`src/rtl/jogo_memoria_pkg.sv`:
```
// Shared types and constants for the memory game: state codes, default
// parameter values and the one-hot pattern of the fixed sequence.
package jogo_memoria_pkg;

    localparam int unsigned N_BOTOES_DEF     = 4;
    localparam int unsigned PROFUNDIDADE_DEF = 16;
    localparam int unsigned T_MOSTRA_DEF     = 1000;
    localparam int unsigned T_TIMEOUT_DEF    = 5000;

    // Codes are fixed so db_estado is stable across builds.
    typedef enum logic [4:0] {
        INICIAL        = 5'd0,
        PREPARACAO     = 5'd1,
        MOSTRA         = 5'd2,
        APAGA          = 5'd3,
        PROXIMA_MOSTRA = 5'd4,
        ESPERA         = 5'd5,
        REGISTRA       = 5'd6,
        COMPARA        = 5'd7,
        PROXIMA_JOGADA = 5'd8,
        GRAVA_NOVA     = 5'd9,
        PROXIMA_RODADA = 5'd10,
        FIM_GANHOU     = 5'd11,
        FIM_PERDEU     = 5'd12,
        FIM_TIMEOUT    = 5'd13
    } estado_t;

    // Element idx of the fixed sequence lights button (idx mod n_botoes).
    function automatic logic [7:0] elemento_fixo(input int unsigned idx,
                                                 input int unsigned n_botoes);
        return 8'(1) << (idx % n_botoes);
    endfunction

endpackage

```
`src/rtl/jogo_memoria_if.sv`:
```
// Player-side bus of the memory game: start/mode/buttons in, LEDs,
// end-of-game flags and debug taps out.
interface jogo_memoria_if #(
    parameter int unsigned N_BOTOES     = 4,
    parameter int unsigned PROFUNDIDADE = 16
);
    localparam int unsigned W_RODADA = (PROFUNDIDADE > 1) ? $clog2(PROFUNDIDADE) : 1;

    logic                iniciar;
    logic                modo;
    logic [N_BOTOES-1:0] botoes;
    logic [N_BOTOES-1:0] leds;
    logic                pronto;
    logic                ganhou;
    logic                perdeu;
    logic [4:0]          db_estado;
    logic [W_RODADA-1:0] db_rodada;
    logic                db_timeout;

    modport master (
        output iniciar, modo, botoes,
        input  leds, pronto, ganhou, perdeu, db_estado, db_rodada, db_timeout
    );

    modport slave (
        input  iniciar, modo, botoes,
        output leds, pronto, ganhou, perdeu, db_estado, db_rodada, db_timeout
    );

endinterface

```
`src/rtl/jogo_memoria_param_contador_m.sv`:
```
// Modulo-M counter with synchronous clear (priority over enable) and a
// terminal-count flag; used for timers and round/play indices.
module contador_m #(
    parameter  int unsigned M = 4,
    localparam int unsigned W = (M > 1) ? $clog2(M) : 1
) (
    input  logic         clock,
    input  logic         reset,
    input  logic         clr,
    input  logic         en,
    output logic [W-1:0] q,
    output logic         fim
);

    // NOTE: sequential state uses non-blocking assignments so every flop
    // samples pre-edge values regardless of process ordering.
    always_ff @(posedge clock or negedge reset) begin
        if (!reset) begin
            q <= '0;
        end else if (clr) begin
            q <= '0;
        end else if (en) begin
            q <= (q == W'(M - 1)) ? '0 : q + 1'b1;
        end
    end

    assign fim = (q == W'(M - 1));

endmodule

```
`src/rtl/jogo_memoria_param.sv`:
```
// Parameterised memory game (fixed or player-appended sequence).
// Define JOGO_MEMORIA_TIMEOUT_EN to build the per-play timeout.
module jogo_memoria_param
    import jogo_memoria_pkg::*;
#(
    parameter int unsigned N_BOTOES     = N_BOTOES_DEF,
    parameter int unsigned PROFUNDIDADE = PROFUNDIDADE_DEF,
    parameter int unsigned T_MOSTRA     = T_MOSTRA_DEF,
    parameter int unsigned T_TIMEOUT    = T_TIMEOUT_DEF
) (
    input logic           clock,
    input logic           reset,
    jogo_memoria_if.slave bus
);

    localparam int unsigned W_R = (PROFUNDIDADE > 1) ? $clog2(PROFUNDIDADE) : 1;
    localparam int unsigned W_M = (T_MOSTRA > 1) ? $clog2(T_MOSTRA) : 1;

    estado_t estado, proximo;

    logic                modo_r;
    logic                primeira;
    logic [N_BOTOES-1:0] botoes_ant;
    logic [N_BOTOES-1:0] jogada_val;
    logic [N_BOTOES-1:0] elemento;
    logic [N_BOTOES-1:0] leds_c;
    logic [N_BOTOES-1:0] memoria [PROFUNDIDADE];
    logic [W_R-1:0]      end_grava;
    logic                grava;
    logic                jogada_nova;

    logic           tmr_clr, tmr_en, tmr_fim;
    logic           tmo_clr, tmo_en, tmo_fim;
    logic           rod_clr, rod_en, rod_fim_unused;
    logic           jog_clr, jog_en, jog_fim_unused;
    logic [W_R-1:0] rod_q, jog_q;
    logic [W_M-1:0] tmr_q_unused;

    // ---------------------------------------------------------------
    // Counters: display timer, round index, play/display index
    // ---------------------------------------------------------------
    contador_m #(.M(T_MOSTRA)) u_tmr (
        .clock (clock), .reset (reset), .clr (tmr_clr), .en (tmr_en),
        .q (tmr_q_unused), .fim (tmr_fim)
    );

    contador_m #(.M(PROFUNDIDADE)) u_rodada (
        .clock (clock), .reset (reset), .clr (rod_clr), .en (rod_en),
        .q (rod_q), .fim (rod_fim_unused)
    );

    contador_m #(.M(PROFUNDIDADE)) u_jogada (
        .clock (clock), .reset (reset), .clr (jog_clr), .en (jog_en),
        .q (jog_q), .fim (jog_fim_unused)
    );

`ifdef JOGO_MEMORIA_TIMEOUT_EN
    logic [$clog2(T_TIMEOUT)-1:0] tmo_q_unused;

    contador_m #(.M(T_TIMEOUT)) u_timeout (
        .clock (clock), .reset (reset), .clr (tmo_clr), .en (tmo_en),
        .q (tmo_q_unused), .fim (tmo_fim)
    );

    assign bus.db_timeout = (estado == FIM_TIMEOUT);
`else
    logic unused_tmo;

    assign tmo_fim        = 1'b0;
    assign unused_tmo     = tmo_clr ^ tmo_en ^ (T_TIMEOUT != 0);
    assign bus.db_timeout = 1'b0;
`endif

    // A play is the first cycle the buttons leave all-zero.
    assign jogada_nova = (bus.botoes != '0) && (botoes_ant == '0);

    // Fixed mode derives elements arithmetically; append mode reads storage.
    always_comb begin
        if (modo_r) begin
            elemento = memoria[jog_q];
        end else begin
            elemento = N_BOTOES'(elemento_fixo(32'(jog_q), N_BOTOES));
        end
    end

    // ---------------------------------------------------------------
    // State register and datapath registers
    // ---------------------------------------------------------------
    always_ff @(posedge clock or negedge reset) begin
        if (!reset) begin
            estado <= INICIAL;
        end else begin
            estado <= proximo;
        end
    end

    always_ff @(posedge clock or negedge reset) begin
        if (!reset) begin
            botoes_ant <= '0;
            jogada_val <= '0;
            modo_r     <= 1'b0;
            primeira   <= 1'b0;
        end else begin
            botoes_ant <= bus.botoes;
            if (estado == ESPERA && jogada_nova) begin
                jogada_val <= bus.botoes;
            end
            if (estado == PREPARACAO) begin
                modo_r   <= bus.modo;
                primeira <= 1'b1;
            end else if (grava) begin
                primeira <= 1'b0;
            end
        end
    end

    // NOTE: the sequence array has no reset; its contents are always
    // written before being read, so a reset would only cost logic.
    always_ff @(posedge clock) begin
        if (grava) begin
            memoria[end_grava] <= bus.botoes;
        end
    end

    // ---------------------------------------------------------------
    // Next-state and control decode
    // ---------------------------------------------------------------
    // NOTE: every signal gets a default first so no path infers a latch.
    always_comb begin
        proximo   = estado;
        leds_c    = '0;
        tmr_clr   = 1'b0;
        tmr_en    = 1'b0;
        tmo_clr   = 1'b0;
        tmo_en    = 1'b0;
        rod_clr   = 1'b0;
        rod_en    = 1'b0;
        jog_clr   = 1'b0;
        jog_en    = 1'b0;
        grava     = 1'b0;
        end_grava = primeira ? '0 : rod_q + 1'b1;

        case (estado)
            INICIAL: begin
                if (bus.iniciar) proximo = PREPARACAO;
            end

            PREPARACAO: begin
                rod_clr = 1'b1;
                jog_clr = 1'b1;
                tmr_clr = 1'b1;
                tmo_clr = 1'b1;
                proximo = bus.modo ? GRAVA_NOVA : MOSTRA;
            end

            MOSTRA: begin
                leds_c = elemento;
                tmr_en = 1'b1;
                if (tmr_fim) begin
                    tmr_clr = 1'b1;
                    proximo = APAGA;
                end
            end

            APAGA: begin
                tmr_en = 1'b1;
                if (tmr_fim) begin
                    tmr_clr = 1'b1;
                    if (jog_q == rod_q) begin
                        jog_clr = 1'b1;
                        tmo_clr = 1'b1;
                        proximo = ESPERA;
                    end else begin
                        proximo = PROXIMA_MOSTRA;
                    end
                end
            end

            PROXIMA_MOSTRA: begin
                jog_en  = 1'b1;
                proximo = MOSTRA;
            end

            ESPERA: begin
                leds_c = bus.botoes;
                tmo_en = 1'b1;
                // A play in the expiry cycle still counts.
                if (jogada_nova) begin
                    tmo_clr = 1'b1;
                    proximo = REGISTRA;
                end else if (tmo_fim) begin
                    proximo = FIM_TIMEOUT;
                end
            end

            REGISTRA: begin
                proximo = COMPARA;
            end

            COMPARA: begin
                if (!($onehot(jogada_val) && jogada_val == elemento)) begin
                    proximo = FIM_PERDEU;
                end else if (jog_q != rod_q) begin
                    proximo = PROXIMA_JOGADA;
                end else if (rod_q == W_R'(PROFUNDIDADE - 1)) begin
                    proximo = FIM_GANHOU;
                end else if (modo_r) begin
                    tmo_clr = 1'b1;
                    proximo = GRAVA_NOVA;
                end else begin
                    proximo = PROXIMA_RODADA;
                end
            end

            PROXIMA_JOGADA: begin
                jog_en  = 1'b1;
                tmo_clr = 1'b1;
                proximo = ESPERA;
            end

            GRAVA_NOVA: begin
                leds_c = bus.botoes;
                tmo_en = 1'b1;
                if (jogada_nova) begin
                    tmo_clr = 1'b1;
                    if ($onehot(bus.botoes)) begin
                        grava = 1'b1;
                        // The opening element is shown at once in round 0.
                        if (primeira) begin
                            jog_clr = 1'b1;
                            tmr_clr = 1'b1;
                            proximo = MOSTRA;
                        end else begin
                            proximo = PROXIMA_RODADA;
                        end
                    end else begin
                        proximo = FIM_PERDEU;
                    end
                end else if (tmo_fim) begin
                    proximo = FIM_TIMEOUT;
                end
            end

            PROXIMA_RODADA: begin
                rod_en  = 1'b1;
                jog_clr = 1'b1;
                tmr_clr = 1'b1;
                proximo = MOSTRA;
            end

            FIM_GANHOU, FIM_PERDEU, FIM_TIMEOUT: begin
                if (bus.iniciar) proximo = PREPARACAO;
            end

            default: proximo = INICIAL;
        endcase
    end

    // ---------------------------------------------------------------
    // Outputs (state-decoded, except the button echo in leds)
    // ---------------------------------------------------------------
    assign bus.leds      = leds_c;
    assign bus.pronto    = (estado == FIM_GANHOU) || (estado == FIM_PERDEU) ||
                           (estado == FIM_TIMEOUT);
    assign bus.ganhou    = (estado == FIM_GANHOU);
    assign bus.perdeu    = (estado == FIM_PERDEU) || (estado == FIM_TIMEOUT);
    assign bus.db_estado = estado;
    assign bus.db_rodada = rod_q;

endmodule
```
`src/flat_wrapper.sv`:
```
// flat-port wrapper written by rule: the top's interface ports become plain ports
module jogo_memoria_param_flat import jogo_memoria_pkg::*;
#(
    parameter int unsigned N_BOTOES     = N_BOTOES_DEF,
    parameter int unsigned PROFUNDIDADE = PROFUNDIDADE_DEF,
    parameter int unsigned T_MOSTRA     = T_MOSTRA_DEF,
    parameter int unsigned T_TIMEOUT    = T_TIMEOUT_DEF
)
  (clock, reset, bus_iniciar, bus_modo, bus_botoes, bus_leds, bus_pronto, bus_ganhou, bus_perdeu, bus_db_estado, bus_db_rodada, bus_db_timeout);
  jogo_memoria_if #(.N_BOTOES(N_BOTOES), .PROFUNDIDADE(PROFUNDIDADE)) bus_i ();
  input logic clock;
  input logic reset;
  input wire logic [$bits(bus_i.iniciar)-1:0] bus_iniciar;
  input wire logic [$bits(bus_i.modo)-1:0] bus_modo;
  input wire logic [$bits(bus_i.botoes)-1:0] bus_botoes;
  output wire logic [$bits(bus_i.leds)-1:0] bus_leds;
  output wire logic [$bits(bus_i.pronto)-1:0] bus_pronto;
  output wire logic [$bits(bus_i.ganhou)-1:0] bus_ganhou;
  output wire logic [$bits(bus_i.perdeu)-1:0] bus_perdeu;
  output wire logic [$bits(bus_i.db_estado)-1:0] bus_db_estado;
  output wire logic [$bits(bus_i.db_rodada)-1:0] bus_db_rodada;
  output wire logic [$bits(bus_i.db_timeout)-1:0] bus_db_timeout;
  assign bus_i.iniciar = bus_iniciar;
  assign bus_i.modo = bus_modo;
  assign bus_i.botoes = bus_botoes;
  assign bus_leds = bus_i.leds;
  assign bus_pronto = bus_i.pronto;
  assign bus_ganhou = bus_i.ganhou;
  assign bus_perdeu = bus_i.perdeu;
  assign bus_db_estado = bus_i.db_estado;
  assign bus_db_rodada = bus_i.db_rodada;
  assign bus_db_timeout = bus_i.db_timeout;
  jogo_memoria_param #(.N_BOTOES(N_BOTOES), .PROFUNDIDADE(PROFUNDIDADE), .T_MOSTRA(T_MOSTRA), .T_TIMEOUT(T_TIMEOUT)) u_core (.clock(clock), .reset(reset), .bus(bus_i));
endmodule
```
`config.mk`:
```
export PLATFORM = sky130hd
export DESIGN_NAME = jogo_memoria_param_flat
export DESIGN_NICKNAME = d
export VERILOG_FILES = /design/src/rtl/jogo_memoria_pkg.sv /design/src/rtl/jogo_memoria_if.sv /design/src/rtl/jogo_memoria_param_contador_m.sv /design/src/rtl/jogo_memoria_param.sv /design/src/flat_wrapper.sv
export SDC_FILE = /design/constraint.sdc
export NUM_CORES = 1
export LEC_CHECK = 0
export BUFFER_PORTS_ARGS = -buffer_cell sky130_fd_sc_hd__buf_2
export CAP_MARGIN = 20
export CORE_MARGIN = 8
export CORE_UTILIZATION = 48
export CTS_BUF_LIST = sky130_fd_sc_hd__clkbuf_4 sky130_fd_sc_hd__clkbuf_8
export CTS_CLUSTER_DIAMETER = 100
export DETAILED_ROUTE_END_ITERATION = 12
export GPL_ROUTABILITY_DRIVEN = 0
export SYNTH_ARGS = -nofsm -noshare
export SYNTH_HDL_FRONTEND = slang
export SYNTH_SLANG_ARGS = --single-unit
```
`constraint.sdc`:
```
create_clock -name clock -period 3.95 [get_ports clock]
set_input_delay 0.1975 -clock clock [delete_from_list [all_inputs] [get_ports clock]]
set_output_delay 0.1975 -clock clock [all_outputs]
set_load 0.05 [all_outputs]
```
Yosys cells after proc, flatten, opt, wreduce, memory -nomap -nowiden
Memories as Yosys holds them, arrays and structs flattened.
Cells that the tools add are included.
{"block": "totals", "output_inout_bits": 17, "reg_bits": 33, "mem_count": 1, "ramBits": 64}
{"memory": "u_core.memoria", "words": 16, "word_bits": 4, "read_ports": 1, "rd_clocked_by_memory_dff": 0, "wr": 1, "line": "jogo_memoria_param.sv:27", "text": "logic [N_BOTOES-1:0] memoria [PROFUNDIDADE];"}
{"block": "op_classes", "n_eq_ne": 26, "n_addsub": 9, "n_mux": 45, "n_shift": 1, "n_reduce_logical": 20}
{"op": "$pmux W5 S10", "n": 1}
{"op": "$mux W4", "n": 11}
{"op": "$mux W5", "n": 8}
{"op": "$eq A5 B4 Y1 const B", "n": 6}
{"op": "$mux W10", "n": 3}
{"op": "$eq A5 B3 Y1 const B", "n": 4}
{"op": "$mux W1", "n": 18}
{"op": "$add A10 B1 Y10 const B", "n": 1}
{"op": "$eq A10 B10 Y1 const B", "n": 1}
{"op": "$eq A5 B2 Y1 const B", "n": 2}
{"op": "$ne A2 B1 Y1 const B", "n": 5}
{"op": "$reduce_or A2 Y1", "n": 5}
{"op": "$add A1 B1 Y2", "n": 4}
{"op": "$add A4 B1 Y4 const B", "n": 2}
{"op": "$eq A4 B4 Y1", "n": 2}
{"op": "$eq A4 B4 Y1 const B", "n": 2}
{"op": "$pmux W4 S2", "n": 1}
{"op": "$reduce_bool A2 Y1", "n": 4}
{"op": "$add A3 B3 Y3", "n": 2}
{"op": "$eq A3 B1 Y1 const B", "n": 2}
{"op": "$pmux W1 S3", "n": 2}
{"op": "$eq A5 B1 Y1 const B", "n": 1}
{"op": "$logic_not A5 Y1", "n": 1}
{"op": "$reduce_and A5 Y1", "n": 1}
{"op": "other kinds (8)", "n": 12}

Logic depth before layout (Yosys ltp)
{"block": "depth", "word_depth": 8, "mapped_depth": 11}

Modules after synthesis
A second synthesis with hierarchy kept.
{"block": "hier_totals", "cells_unflattened": 433, "area_unflattened_um2": 5006.1}
{"module": "jogo_memoria_param", "instances": 1, "cells_per_inst": 336, "area_each_um2": 4018.9, "seq_area_each_um2": 2272.2}
{"module": "contador_m at u_core.u_tmr", "instances": 1, "cells_per_inst": 57, "area_each_um2": 574.3, "seq_area_each_um2": 250.2}
{"module": "contador_m at u_core.u_jogada ...", "instances": 2, "cells_per_inst": 20, "area_each_um2": 206.4, "seq_area_each_um2": 100.1}

Worst setup path before layout
No wires, ideal clock.
{"block": "synth_path", "path_kind": "reg-to-output", "start": "register u_core.estado[1] (netlist: u_core.bus.db_estado[1])", "end": "output bus_leds[0]", "path_slack_ps": 1047, "arrival_ps": 2705, "stages_incl_launch_ff": 7, "t_required_ps": 3753, "cell_sequence": "dfrtp_1 -> clkbuf_1 -> clkbuf_1 -> nand2_1 -> nor2_1 -> o21ai_0 -> o21ai_0"}
{"block": "synth_between", "elab_chain_len": 3}
{"item": "from (decl)", "line": "jogo_memoria_param.sv:19", "text": "estado_t estado, proximo;"}
{"item": "from (signal assigned)", "line": "jogo_memoria_param.sv:93", "text": "estado <= proximo;"}
{"item": "$eq A5 B4 Y1 or $eq A5 B3 Y1 (tied branches)", "line": "jogo_memoria_param.sv:143", "text": "case (estado)"}
{"item": "$reduce_or A2 Y1 (no source line)"}
{"item": "$pmux W4 S2 *", "line": "jogo_memoria_param.sv:143"}
{"item": "to (decl)", "line": "flat_wrapper.sv:16", "text": "output wire logic [$bits(bus_i.leds)-1:0] bus_leds;"}
Every way passes the cells marked *; elsewhere a longest branch is shown, timed or not.

Worst setup path in the final report
{"block": "layout_path", "start": "register u_core.u_jogada.q[0]", "end": "output bus_leds[2]"}
{"block": "layout_between", "elab_chain_len": 3}
{"item": "from (decl)", "line": "jogo_memoria_param_contador_m.sv:11", "text": "output logic [W-1:0] q,"}
{"item": "from (signal assigned)", "line": "jogo_memoria_param_contador_m.sv:23", "text": "q <= (q == W'(M - 1)) ? '0 : q + 1'b1;"}
{"item": "$mem_v2 Z16 W4 or $shl A1 B2 Y4 (tied branches)"}
{"item": "$mux W4 *", "line": "jogo_memoria_param.sv:79", "text": "if (modo_r) begin"}
{"item": "$pmux W4 S2 *", "line": "jogo_memoria_param.sv:143"}
Marks and branches as above.

==> metrics.cfg <==
[cells_and_area]
diodes = 0
final_util_pct = 53.4
finalInstanceArea_sq_mm = 0.00552
area_growth_pct = 7.82
nets = 517
drive_above_1_share_pct = 12.4

[sta]
clock_skew_ns = 0.0125
hold_viol = 0
fmax_ghz = 0.287
setup_viol = 0
rsz0062_at_grt = false
min_period_ns = 3.49
min_period_over_period_pct = 88.3
final-max-slew-violation-count = 0
max_slew_margin_pct = 29.6
setup-tns-final_ns = 0
tightest_slew_ns = 1.06
setup_ws_ns = 0.461

[clock_tree]
cts_buffer_depth = 2
cts_tree = built
cts_hold_buf = 1
cts_setup_buffers = 0
clkTransAtPathRegs_ns = 0.10
clockRootBuffer = clkbuf_8
cts.sinks = 96
postCtsResizedCells = 0
cts_buffers = 9
h-tree-depth = 3
insertion_delay_ns = 0.37

[routing]
routed_via_density = 5.93
dr.pass1.iters = 5
ant_nets = 0
wl_per_cell_um = 20.2
drt-initial-drc-count = 336
routed_wl_um = 12800
drc_errors = 0
dr_total_vias = 3758

[setup_path]
critPathRequiredTime_ns = 3.75
arrival_ns = 3.29
critPathLaunchType = register
path_max_fanout = 23
cp-end-kind = primary output
critical_path_class = reg -> out

[logic_synthesis]
synth.top_cells.by_area = edfxtp_1 (38%), dfrtp_1 (16%), mux2i_1 (5.1%)
yosys_warnings = 0
synth-seq-cells = 96
synth_flop_cell = edfxtp_1
synth_cell_types = 66
synth_top_area_share_pct = 37.6
synth_edf_count = 64
synth_area_sq_mm = 0.00512
ys_seq_area_share_pct = 53.2
syn_area_per_cell_sq_um = 10.8
async_flop_share_pct = 33.3
syn_inst = 475
yosys.area.top_type = edfxtp_1

[worst_hold_path]
min_path_type = in -> reg

[pwr]
peakVddDrop_uv = 379
leakage_nw = 2.02
p_per_area_mw_per_mm2 = 626

[placement]
placed_area_sq_mm = 0.00530
dp_hpwl_um = 9110
preCtsSetupSlack_ns = 0.755
portBuffers = 22

[global_routing]
grt-ovfl-total = 0
grt_max_degree = 33
grt_util_all_layers_pct = 18.4
grt_pass1_vias = 3610
antenna_found_initial = 0
grt_pass1_wl_um = 20100

[floorplan]
core_area_sq_mm = 0.0103
fp.dieW_um = 119
rows = 37
pin_count = 25
dieHeight_um = 119
die-area_sq_mm = 0.0142
initial_utilization_pct = 49.6

[status]
outcome = completed

[run]
drv_cap = 0

metrics by stage:
stage	hold WS, ns	power (mW)	instances
floorplan	-0.0981	2.43	476
global placement	0.318	2.77	617
detailed placement	0.319	2.77	617
CTS	0.0677	3.45	634
global route	0.100	3.64	634
finish	0.0894	3.45	634
placed cells by master (no fill, tap or decap), types with 3 or more instances in the layout:
cell,instances
nand4_1,8
nor2_1,58
and3_1,4
a21oi_1,17
dfrtp_1,32
o22ai_1,9
buf_2,22
edfxtp_1,64
nand2b_1,9
ha_1,14
o21ai_0,36
mux2_2,5
a211oi_1,6
o32ai_1,3
mux2i_1,26
a21o_1,3
nor4_1,3
nor2b_1,6
nand2_1,47
buf_4,7
clkbuf_8,10
nor3_1,10
a21boi_0,3
inv_1,18
a31oi_1,3
nand3_1,16
xor2_1,7
sequential cells by signal, indices dropped and copies added, names as in the netlist:
name / count
u_core.modo_r: 1
u_core.memoria: 64
u_core.u_jogada.q: 4
u_core.primeira: 1
u_core.bus.db_estado: 4
u_core.u_tmr.q: 10
u_core.jogada_val: 4
u_core.botoes_ant: 4
u_core.u_rodada.q: 4
power breakdown:
group          internal, mW  switching, mW  leakage (nW)  total (mW)
logic                 0.501          0.853         0.922        1.35
clock network         0.328          0.355         0.107       0.684
registers              1.15          0.270         0.993        1.42
total                  1.98           1.48          2.02        3.45
cells by family after synthesis:
kind of cell | count (synthesis) | synth area share (%)
simple gates | 179 | 17.1
mux | 33 | 7.07
buf+inv | 42 | 4.30
fa+ha+maj | 16 | 4.21
other cells | 1 | 0.0733
compound gates | 101 | 12.8
xor+xnor | 7 | 1.20
flops | 96 | 53.2
metal layers:
layer	track usage [%]	share of wire (%)	routed length, um	vias up
li1	-	-	-	1778
met5	0	0	0	-
met2	29.4	47	6020	135
met4	6.72	1.9	242	0
met1	24.2	45	5720	1826
met3	3.73	6.4	825	19
critical path, cell delays in order, from the launching register on:
cell and delay [ns]:
dfrtp_1 1.05, nor2b_2 0.47, nand2_1 0.13, o22ai_1 0.33, nor4_4 0.11, nor2_1 0.15
a32oi_1 0.07, o32ai_1 0.25, buf_2 0.35
cells in the mapped netlist, types with 2 or more instances:
master     n
a211oi_1   6
a21boi_0   3
a21o_1     3
a21oi_1   17
a221oi_1   2
a31oi_1    3
a41o_1     2
and2_1     2
and3_1     4
buf_2      4
buf_4      3
buf_6      4
clkbuf_1  11
dfrtp_1   32
edfxtp_1  64
fa_1       2
ha_1      14
inv_1     18
mux2_2     5
mux2i_1   26
mux4_2     2
nand2_1   47
nand2b_1   9
nand3_1   16
nand3b_1   2
nand4_1    8
nor2_1    58
nor2b_1    6
nor3_1    10
nor4_1     3
o21ai_0   36
o22ai_1    9
o31ai_1    2
o32ai_1    3
or3_1      2
xor2_1     7
final timing paths:
path / depth (start not counted) / startpoint / slack, ns / end
worst min register to register: 1 / u_core.u_tmr.q[5] / 0.54 / u_core.u_tmr.q[5]
max in group asynchronous: 2 / reset / 3.01 / u_core.botoes_ant[2]
worst min-delay path: 3 / bus_modo / 0.09 / u_core.modo_r
worst max register to register: 7 / u_core.u_jogada.q[0] / 0.96 / u_core.bus.db_estado[1]
min in group asynchronous: 2 / reset / 0.44 / u_core.u_rodada.q[0]
worst max-delay path: 8 / u_core.u_jogada.q[0] / 0.46 / bus_leds[2]
layout make-up:
cell class | count | area (sq um)
Fill cell | 936 | 4810
Sequential cell | 96 | 2720
Multi-Input combinational cell | 338 | 2180
Timing Repair Buffer | 30 | 173
Tap cell | 136 | 170
Clock buffer | 12 | 153
Inverter | 18 | 67.6
Clock inverter | 4 | 53.8
(Power assumes the default switching activity.)
